File: src/rtl/pc_pkg.sv
`default_nettype none
// ============================================================================
// Module   : pc_pkg
// Purpose  : Shared definitions for the fetch PC generator. Holds the
//            redirect-buffer state encoding and the default reset and
//            exception vectors. The CP0 block imports the same vectors.
// Revision : 1.0 - initial release
// ============================================================================
package pc_pkg;

   // Redirect buffer state: RUN has nothing buffered, PEND holds a target.
   typedef enum logic [0:0] {
      PC_RUN  = 1'b0,
      PC_PEND = 1'b1
   } pc_state_e;

   // Default vectors. Keep them in sync with the CP0 block.
   localparam logic [31:0] c_def_reset_vec = 32'h0000_3000;
   localparam logic [31:0] c_def_exc_vec   = 32'h0000_4180;

   // Fetch addresses must be word aligned, whatever the PC width.
   function automatic logic is_misaligned(input logic [1:0] lsb);
      return (lsb != 2'b00);
   endfunction

endpackage : pc_pkg
`default_nettype wire

File: src/rtl/pc_redirect_buf.sv
`default_nettype none
// ============================================================================
// Module   : pc_redirect_buf
// Purpose  : RUN/PEND state machine with a one-entry branch target buffer.
//            A redirect that arrives while fetch is stalled is stored here
//            (newest wins) and is handed to the PC mux on the first
//            unstalled cycle. clr drops any buffered redirect.
// Revision : 1.0 - initial release
// ============================================================================
module pc_redirect_buf
   import pc_pkg::*;
#(
   parameter int unsigned XLEN = 32
) (
   input  logic            clk,
   input  logic            reset,
   input  logic            clr,
   input  logic            stall,
   input  logic            br_valid,
   input  logic [XLEN-1:0] br_target,
   output logic            pend,
   output logic [XLEN-1:0] pend_target
);

   pc_state_e       state_q, state_d;
   logic [XLEN-1:0] tgt_q, tgt_d;

   // State and buffered-target registers.
   always_ff @(posedge clk) begin
      if (reset) begin
         state_q <= PC_RUN;
         tgt_q   <= '0;
      end else begin
         state_q <= state_d;
         tgt_q   <= tgt_d;
      end
   end

   // Next state: capture on stalled redirect, release when the stall drops.
   always_comb begin
      state_d = state_q;
      tgt_d   = tgt_q;
      if (clr) begin
         // Exception entry/return flushes whatever was waiting.
         state_d = PC_RUN;
         tgt_d   = '0;
      end else begin
         case (state_q)
            PC_RUN: begin
               if (stall && br_valid) begin
                  state_d = PC_PEND;
                  tgt_d   = br_target;
               end
            end
            PC_PEND: begin
               if (stall) begin
                  if (br_valid) begin
                     tgt_d = br_target;
                  end
               end else begin
                  // PC mux consumes the target this cycle.
                  state_d = PC_RUN;
               end
            end
            default: begin
               state_d = PC_RUN;
            end
         endcase
      end
   end

   assign pend        = (state_q == PC_PEND);
   assign pend_target = tgt_q;

endmodule : pc_redirect_buf
`default_nettype wire

File: src/rtl/pc_gen.sv
`default_nettype none
// ============================================================================
// Module   : pc_gen
// Purpose  : Fetch-stage program counter. Next-PC priority, highest first:
//            reset, exception entry, exception return, unstalled advance
//            (new redirect, buffered redirect, or sequential), stall hold.
//            Also provides PC+INC, PC+2*INC, a fetch address error flag and
//            a count of PC updates since reset.
// Options  : PC_RANGE_CHECK_EN - when defined, F_adel also flags fetch
//            addresses outside [IM_BASE, IM_BASE+IM_SIZE).
// Revision : 1.0 - initial release
// ============================================================================
module pc_gen
   import pc_pkg::*;
#(
   parameter int unsigned     XLEN      = 32,
   parameter logic [XLEN-1:0] RESET_VEC = XLEN'(c_def_reset_vec),
   parameter logic [XLEN-1:0] EXC_VEC   = XLEN'(c_def_exc_vec),
   parameter int unsigned     INC       = 4,
   parameter int unsigned     CNT_W     = 16,
   parameter logic [XLEN-1:0] IM_BASE   = XLEN'(32'h0000_3000),
   parameter logic [XLEN-1:0] IM_SIZE   = XLEN'(32'h0000_4000)
) (
   input  logic             clk,
   input  logic             reset,
   input  logic             stall,
   input  logic             br_valid,
   input  logic [XLEN-1:0]  br_target,
   input  logic             exc_req,
   input  logic             eret_req,
   input  logic [XLEN-1:0]  epc_in,
   output logic [XLEN-1:0]  F_pc,
   output logic [XLEN-1:0]  F_pc4,
   output logic [XLEN-1:0]  F_pc8,
   output logic             F_adel,
   output logic             redir_pend,
   output logic [CNT_W-1:0] fetch_cnt
);

   localparam logic [XLEN-1:0] c_inc  = XLEN'(INC);
   localparam logic [XLEN-1:0] c_inc2 = XLEN'(2 * INC);

   logic [XLEN-1:0]  pc_q, pc_d;
   logic [CNT_W-1:0] cnt_q, cnt_d;
   logic             w_clr;
   logic             w_pc_we;
   logic             w_buf_pend;
   logic [XLEN-1:0]  w_buf_target;
   logic             w_out_of_range;

   assign w_clr = exc_req | eret_req;

   pc_redirect_buf #(
      .XLEN (XLEN)
   ) u_redirect_buf (
      .clk         (clk),
      .reset       (reset),
      .clr         (w_clr),
      .stall       (stall),
      .br_valid    (br_valid),
      .br_target   (br_target),
      .pend        (w_buf_pend),
      .pend_target (w_buf_target)
   );

   // Next-PC selection; the PC is written on any non-hold cycle.
   always_comb begin
      pc_d    = pc_q;
      w_pc_we = 1'b0;
      if (exc_req) begin
         pc_d    = EXC_VEC;
         w_pc_we = 1'b1;
      end else if (eret_req) begin
         pc_d    = epc_in;
         w_pc_we = 1'b1;
      end else if (!stall) begin
         w_pc_we = 1'b1;
         if (br_valid) begin
            // A fresh redirect supersedes an older buffered one.
            pc_d = br_target;
         end else if (w_buf_pend) begin
            pc_d = w_buf_target;
         end else begin
            pc_d = pc_q + c_inc;
         end
      end
      cnt_d = w_pc_we ? (cnt_q + CNT_W'(1)) : cnt_q;
   end

   // PC and fetch counter registers.
   always_ff @(posedge clk) begin
      if (reset) begin
         pc_q  <= RESET_VEC;
         cnt_q <= '0;
      end else begin
         pc_q  <= pc_d;
         cnt_q <= cnt_d;
      end
   end

`ifdef PC_RANGE_CHECK_EN
   // One extra bit keeps IM_BASE+IM_SIZE from wrapping at the top of memory.
   localparam logic [XLEN:0] c_im_lo = {1'b0, IM_BASE};
   localparam logic [XLEN:0] c_im_hi = {1'b0, IM_BASE} + {1'b0, IM_SIZE};
   logic [XLEN:0] w_pc_ext;
   assign w_pc_ext       = {1'b0, pc_q};
   assign w_out_of_range = (w_pc_ext < c_im_lo) || (w_pc_ext >= c_im_hi);
`else
   // Memory window is not checked in this build.
   logic w_unused_range;
   assign w_unused_range = ^{IM_BASE, IM_SIZE};
   assign w_out_of_range = 1'b0;
`endif

   assign F_pc       = pc_q;
   assign F_pc4      = pc_q + c_inc;
   assign F_pc8      = pc_q + c_inc2;
   assign F_adel     = is_misaligned(pc_q[1:0]) | w_out_of_range;
   assign redir_pend = w_buf_pend;
   assign fetch_cnt  = cnt_q;

endmodule : pc_gen
`default_nettype wire

File: config.mk
export PLATFORM = sky130hd
export DESIGN_NAME = pc_gen
export DESIGN_NICKNAME = d
export VERILOG_FILES = /design/src/rtl/pc_pkg.sv /design/src/rtl/pc_redirect_buf.sv /design/src/rtl/pc_gen.sv
export SDC_FILE = /design/constraint.sdc
export NUM_CORES = 1
export LEC_CHECK = 0
export CAP_MARGIN = 30
export CORE_UTILIZATION = 25
export CTS_CLUSTER_SIZE = 25
export DETAILED_ROUTE_END_ITERATION = 6
export HOLD_SLACK_MARGIN = 0.12
export PLACE_DENSITY = 0.59
export SLEW_MARGIN = 20
export SYNTH_ARGS = -nofsm -noshare
export SYNTH_HDL_FRONTEND = slang
export SYNTH_SLANG_ARGS = --single-unit
File: constraint.sdc
create_clock -name clk -period 3 [get_ports clk]
set_input_delay 0.3 -clock clk [delete_from_list [all_inputs] [get_ports clk]]
set_output_delay 0.3 -clock clk [all_outputs]
set_load 0.01 [all_outputs]
Yosys cells after proc, flatten, opt, wreduce, memory -nomap -nowiden
Cells that the tools add are included.
W data, S select, Z words.
{ "word_totals": {"out_inout_bits": 114, "inputBits": 70, "reg_bits": 81, "elab_cells": 35} }
{ "op_classes": {"n_eq_ne": 5, "muxes": 15, "bitwise_logic": 2, "n_reduce_logical": 5, "addsub": 3} }
{ "ops": {"columns": ["cell", "n"], "rows": [
  ["$mux W32", 7],
  ["$pmux W32 S2", 1],
  ["$add A32 B3 Y32 const B", 1],
  ["$add A32 B4 Y32 const B", 1],
  ["$add A16 B1 Y16 const B", 1],
  ["$mux W15", 1],
  ["$mux W1", 5],
  ["$ne A2 B1 Y1 const B", 2],
  ["$ne A2 B2 Y1 const B", 2],
  ["$reduce_or A2 Y1", 2],
  ["$ne A3 B1 Y1 const B", 1],
  ["$reduce_and A3 Y1", 1],
  ["$pmux W1 S2", 1],
  ["$reduce_bool A2 Y1", 1],
  ["$logic_and A1 B1 Y1", 1],
  ["$not A1 Y1", 1],
  ["$or A1 B1 Y1", 1]
]} }

Depth between registers and ports, before layout
Gate-level depths: netlist (run 1).
{ "logic_depth": {"word_depth": 6, "depth_mapped": 7, "mapped_depth_nobuf": 6} }

By module
Synthesis (run 1) repeated with hierarchy kept, for this count alone.
{ "hier_totals": {"cells_unflattened": 719, "area_unflattened_um2": 5756.8} }
{ "modules_own_cells": {"columns": ["mod", "instances", "cells_per_inst", "seq_area_each_um2", "area_each_um2"], "rows": [
  ["pc_gen", 1, 569, 960.9, 4175.3],
  ["pc_redirect_buf", 1, 150, 660.6, 1581.5]
]} }

Worst setup path before layout (run 1)
Ideal clock, no wire load.
{ "synth_path": {"kind": "register -> output", "from": "register pc_q[2] (netlist: F_pc[2])", "to": "output port F_pc4[24]", "arrival_time_ps": 2086, "required_ps": 2700, "stages_incl_launch_ff": 7, "slack_ps": 614, "n_path_buf": 1, "cell_sequence": "dfxtp_1 ha_1 nand2_1 or4_4 buf_6 o31a_1 or2_2"} }
{ "synth_via": {"elab_chain_cells": 1} }
{ "synth_lines": {"columns": ["item", "line_no", "source"], "rows": [
  ["start, declared", "pc_gen.sv:43", "logic [XLEN-1:0] pc_q, pc_d;"],
  ["start signal, assigned", "pc_gen.sv:96", "pc_q <= pc_d;"],
  ["$add A32 B3 Y32", "pc_gen.sv:116", "assign F_pc4 = pc_q + c_inc;"],
  ["end, declared", "pc_gen.sv:33", "output logic [XLEN-1:0] F_pc4,"]
]} }
Every way passes these cells.

Worst setup path after layout (run 1)
{ "layout_path": {"from": "register pc_q[3] (netlist: F_pc[3])", "to": "output port F_pc4[25]"} }
Same word-level chain as after synthesis.

==> results of run 1 <==
[cell families after synthesis]
logic type | share of synthesized area [%]
XOR/XNOR | 10.4
AND/OR/NAND/NOR | 27.3
buffers and inverters | 8.71
multiplexers | 1.53
AO/OA/AOI/OAI | 20.9
flip-flops | 30.4
adder cells (fa/ha/maj) | 0.705
[report_power, final]
part | internal, W | total [W] | switching [W]
clock | 0.000746 | 0.00127 | 0.000527
combinational | 0.000329 | 0.000657 | 0.000329
sequential | 0.00111 | 0.00115 | 0.0000462
[flip-flops by register name (all words and copies together) (netlist names), named ones only]
signal                      flops
u_redirect_buf.pend_target     32
F_pc                           30
u_redirect_buf.pend             1
fetch_cnt                      16
[layout by cell type (no fill, tap or decap), types with 9 or more instances in the layout]
cell             synthesis  layout
a31oi_1                 10      10
clkbuf_16                0       9
nand2_1                125     124
clkdlybuf4s50_1          0     179
buf_4                    9      52
nor3_1                  19      19
nor4_1                  12      10
a211oi_1                 9       9
nand3_1                 30      30
o21ai_0                 27      27
inv_1                   15      15
and3_1                  12      12
a21oi_1                 76      76
xor2_1                  25      25
nor2_1                  55      50
xnor2_1                 38      36
dfxtp_1                 81      73
nand4_1                 18      18
[critical path: stages (launching register included)]
cell	delay (ns)
dfxtp_1	0.34
buf_4	0.15
ha_1	0.16
buf_4	0.15
nand2_1	0.10
nor4_1	0.23
buf_4	0.20
nand3_1	0.14
xnor2_2	0.24
clkdlybuf4s50_1	0.58
[metal layers]
metal  part of all wire (%)  up-vias
li1                       -     2914
met1                     45     2828
met2                     44      284
met3                    8.1       38
met4                    2.9        0
met5                      0        -
[stage by stage]
| stage | worst slack [ns] | hold slack, ns | std cells |
|---|---|---|---|
| 2_1_floorplan | 0.614 | 0.431 | 728 |
| 3_3_place_gp | 0.288 | 0.437 | 1166 |
| 3_5_place_dp | 0.259 | 0.447 | 1166 |
| 4_1_cts | 0.00950 | 0.449 | 1183 |
| 5_1_grt | -0.133 | 0.469 | 1186 |
| 6_report | 0.0455 | 0.456 | 1186 |
[cell type report]
| class | count | area [sq um] |
|---|---|---|
| multi-input combinational | 561 | 3300 |
| clock inverter | 7 | 106 |
| fill | 2225 | 13100 |
| clock buffer | 9 | 225 |
| tap | 275 | 344 |
| timing repair buffer | 236 | 2220 |
| sequential | 81 | 1640 |
| inverter | 17 | 63.8 |
[synthesized netlist by cell type (all sizes together) (4+ instances only)]
cell	count	area, sq um
nor3	19	95.1
buf	27	186
o221ai	6	52.6
dfxtp	81	1620
nand2	125	469
o21a	6	45.0
xor2	25	219
o211ai	5	37.5
a31oi	10	62.6
clkbuf	40	191
nand2b	5	31.3
or3	4	26.3
nand4	19	134
inv	16	60.1
xnor2	38	333
or2	10	62.6
and3	12	75.1
o31ai	6	45.0
and2	6	37.5
a211oi	9	67.6
mux2i	7	70.1
nor4	12	75.1
nor2	55	206
nand3	30	150
o21ai	28	140
a21oi	76	380
[timing repair]
action	4_1_cts	5_1_grt
gates resized for setup	11	15
setup endpoints to repair	14	20
setup buffers	1	3
hold buffers	0	0
pin swaps	2	1
[worst max path at each step]
stage	from	to	slack, ns	cells past startpoint
2_1_floorplan	F_pc[2]	F_pc4[24]	0.61	6
3_3_place_gp	F_pc[6]	F_pc4[18]	0.29	7
3_5_place_dp	F_pc[2]	F_pc4[26]	0.26	6
4_1_cts	F_pc[19]	F_pc4[31]	0.01	6
5_1_grt	F_pc[3]	F_pc4[15]	-0.13	7
6_report	F_pc[3]	F_pc4[25]	0.05	9
==> impl_metrics.tcl, run 1 <==
set metrics [dict create \
    antenna_cells 0 \
    hpwl_mm 16.9 \
    cts_tree "yes" \
    cts_sinks 81 \
    worstRegToRegCells 6 \
    grt_max_degree 35 \
    portBuffers 183 \
    syn_nets 801 \
    numCtsBuffers 9 \
    dieWidth_microns 148 \
    power_w 0.00308 \
    viasPerCell 5.11 \
    slew_headroom_pct 47.5 \
    grtUsageMet2_pct 30.5 \
    clk_pin_slew_ns 0.07 \
    r2r-end "F_pc[26]" \
    cp_max_fo 7 \
    finalSetupTns_ns 0 \
    rsz0062_at_grt "true" \
    skew_ns 0.0133 \
    fin_area_sq_mm 0.00790 \
    num_vias 6064 \
    grt_use_met1_pct 27.4 \
    drc 0 \
    htree_levels 3 \
    wl_per_cell_microns 18.7 \
    antenna_found_initial 0 \
    grt_use_met3_pct 4.54 \
    synth-seq-cells 81 \
    drive_above_1_share_pct 11.6 \
    cts_buffer_depth 2 \
    core_sq_mm 0.0210 \
    postRouteAntennaNets 0 \
    first_global_vias 5584 \
    min_to "u_redirect_buf.pend_target[21]" \
    drt_iter0_drc 574 \
    gp_congestion 0.891 \
    drv_slew 0 \
    fmax_ghz 0.338 \
    grt-ovfl-total 0 \
    row_count 53 \
    power.density_mw_per_mm2 391 \
    required_ns 2.70 \
    syn_inst 728 \
    synth_edf_count 0 \
    vdd_drop_max_v 0.000303 \
    setup_viol 0 \
    period_share_pct 98.5 \
    ys_types 70 \
    syn_area_sq_mm 0.00533 \
    routed_wl_mm 22.2 \
    grt_pass1_wl_mm 33.3 \
    crit_type "reg -> out" \
    start_util_pct 25.4 \
    fin_util_pct 37.7 \
    finalHoldViolCount 0 \
    worstSkewPairLatency_ns 0.36 \
    syn_area_per_cell_sq_um 7.32 \
    cts_root_buffer "clkbuf_16" \
    die_h_microns 148 \
    crit_path_end_kind "output pin" \
    status "completed" \
    post_dp_cell_area_sq_mm 0.00746 \
    rrSetupSlack_ns 0.85 \
    boundaryPins 184 \
    die_area_sq_mm 0.0219 \
    fin_crit_ns 2.95 \
    grt-busiest-layer "met2" \
    nNetsFinal 979 \
    synthArstFlopShare_pct 0 \
    area_growth_pct 48.2 \
    cp-start-kind "flip-flop" \
    p_leak_nw 2.86 \
    groute.usage.overall_pct 20.1 \
    worst_r2r_startpoint "F_pc[3]" \
    cp.arrival_ns 2.65 \
    hold_path_startpoint "u_redirect_buf.pend_target[21]" \
    synth-main-ff-cell "dfxtp_1" \
    drv_cap 0 \
    ys_seq_area_share_pct 30.4 \
    whs_path_depth 2 \
    hp-class "reg -> reg" \
    dr.pass1.iters 5 \
    yosys_warnings 0 \
    worst_slew_pin_slew_ns 0.784 \
]
No activity file was read; power rests on OpenSTA's default activity.
==> inputs of run 2 (changes only) <==
- CORE_UTILIZATION: 25 -> 35
- PLACE_DENSITY: 0.59 -> 0.74
==> impl_metrics.tcl, run 2 (same netlist as run 1, synthesis figures left out) <==
set metrics [dict create \
    status "finished with violations" \
    violations "DRC" \
    groute.usage.overall_pct 25.3 \
    hp-class "reg -> reg" \
    hpwl_mm 15.4 \
    dr.pass1.iters 7 \
    fmax_ghz 0.336 \
    grt_max_degree 55 \
    crit_type "reg -> out" \
    dieWidth_microns 125 \
    cts_buffer_depth 2 \
    drive_above_1_share_pct 11.7 \
    worstRegToRegCells 5 \
    vdd_drop_max_v 0.000217 \
    hold_buffers 0 \
    p_leak_nw 2.88 \
    nNetsFinal 983 \
    post-place-cells 1081 \
    grt_pass1_wl_mm 30.8 \
    antenna_cells 0 \
    final_common_cell "clkdlybuf4s50_1" \
    fin_util_pct 52.9 \
    viasPerCell 5.61 \
    worst_slew_pin_slew_ns 0.766 \
    routed_wl_mm 20.6 \
    cp-start-kind "flip-flop" \
    die_area_sq_mm 0.0157 \
    fin_area_sq_mm 0.00777 \
    die_h_microns 125 \
    gp_congestion 0.911 \
    core_sq_mm 0.0147 \
    drc 7 \
    crit_path_end_kind "output pin" \
    timing.final.ws_setup_ns 0.0273 \
    drv_cap 0 \
    cts_sinks 81 \
    clk_pin_slew_ns 0.06 \
    final_cell_mix "clkdlybuf4s50_1, nand2_1, a21oi_1" \
    numCtsBuffers 9 \
    finalSetupTns_ns 0 \
    largest_register_ffs 32 \
    antenna_found_initial 0 \
    drv_slew 0 \
    row_count 44 \
    post_dp_cell_area_sq_mm 0.00740 \
    worstSkewPairLatency_ns 0.36 \
    cp.arrival_ns 2.67 \
    rsz0062_at_grt "true" \
    period_share_pct 99.1 \
    area_growth_pct 45.9 \
    register_area_sq_mm 0.00163 \
    postRouteAntennaNets 0 \
    boundaryPins 184 \
    multi_input_area_sq_mm 0.00330 \
    place_ws_ns 0.300 \
    htree_levels 3 \
    grt-ovfl-total 0 \
    setup_viol 0 \
    drt_iter0_drc 662 \
    slew_headroom_pct 48.8 \
    whs_path_depth 2 \
    first_global_vias 5424 \
    num_vias 6164 \
    cp_max_fo 6 \
    fillers 1368 \
    start_util_pct 36.2 \
    required_ns 2.70 \
    skew_ns 0.0119 \
    fin_crit_ns 2.97 \
    finalHoldViolCount 0 \
    cts_root_buffer "clkbuf_16" \
    power.density_mw_per_mm2 373 \
    cts_tree "yes" \
    portBuffers 183 \
    wl_per_cell_microns 18.7 \
    final-instance-count-excl-fill 1099 \
]
==> run 2: area by class of cell <==
class                   count  share of cell area [%]
inverters                  17                   0.821
multi-input cells         561                    42.5
repair buffers            240                    29.2
well taps                 184                    2.96
clock buffers              10                    2.95
flip-flops and latches     81                    21.0
clock inverters             6                   0.644
==> run 2: where the power goes <==
| part | switching, W | internal [W] | total (W) |
|---|---|---|---|
| Clock | 0.000512 | 0.000573 | 0.00109 |
| Sequential | 0.0000450 | 0.00111 | 0.00115 |
| Combinational | 0.000325 | 0.000333 | 0.000658 |
==> run 2: worst paths after layout <==
kind | from | endpoint | slack, ns
worst min register to register | u_redirect_buf.pend_target[8] | u_redirect_buf.pend_target[8] | 0.46
worst max register to register | F_pc[18] | F_pc[26] | 0.95
worst min-delay path | u_redirect_buf.pend_target[8] | u_redirect_buf.pend_target[8] | 0.46
worst max-delay path | F_pc[13] | F_pc8[24] | 0.03
==> run 2: per-layer routing <==
metal	wire length [microns]	share of wire, %	GRT usage (%)	vias up
met3	2050	10	5.52	46
li1	-	-	-	2916
met4	588	2.9	9.97	0
met2	9300	45	39.1	343
met1	8650	42	34.2	2859
met5	0	0	0	-
==> run 2: through the flow <==
stage	hold WS, ns	power (W)
after floorplan	0.431	0.00147
after global placement	0.439	0.00182
after detailed placement	0.447	0.00182
after CTS	0.456	0.00288
after global routing	0.473	0.00298
final	0.455	0.00290
==> run 2: critical path, cell delays in order (launching register included) <==
cell and delay [ns]:
dfxtp_1 0.42, nand4_1 0.23, nor4_1 0.55, and2_1 0.30, nand3_1 0.12, xnor2_1 0.15
clkdlybuf4s50_1 0.55
==> run 2: repair_timing <==
action	in CTS	in global routing
pin swaps	0	2
gates resized for setup	8	16
cloned	0	0
endpoints found under the hold margin	0	0
setup buffers	0	2
endpoints found under the setup margin	4	15
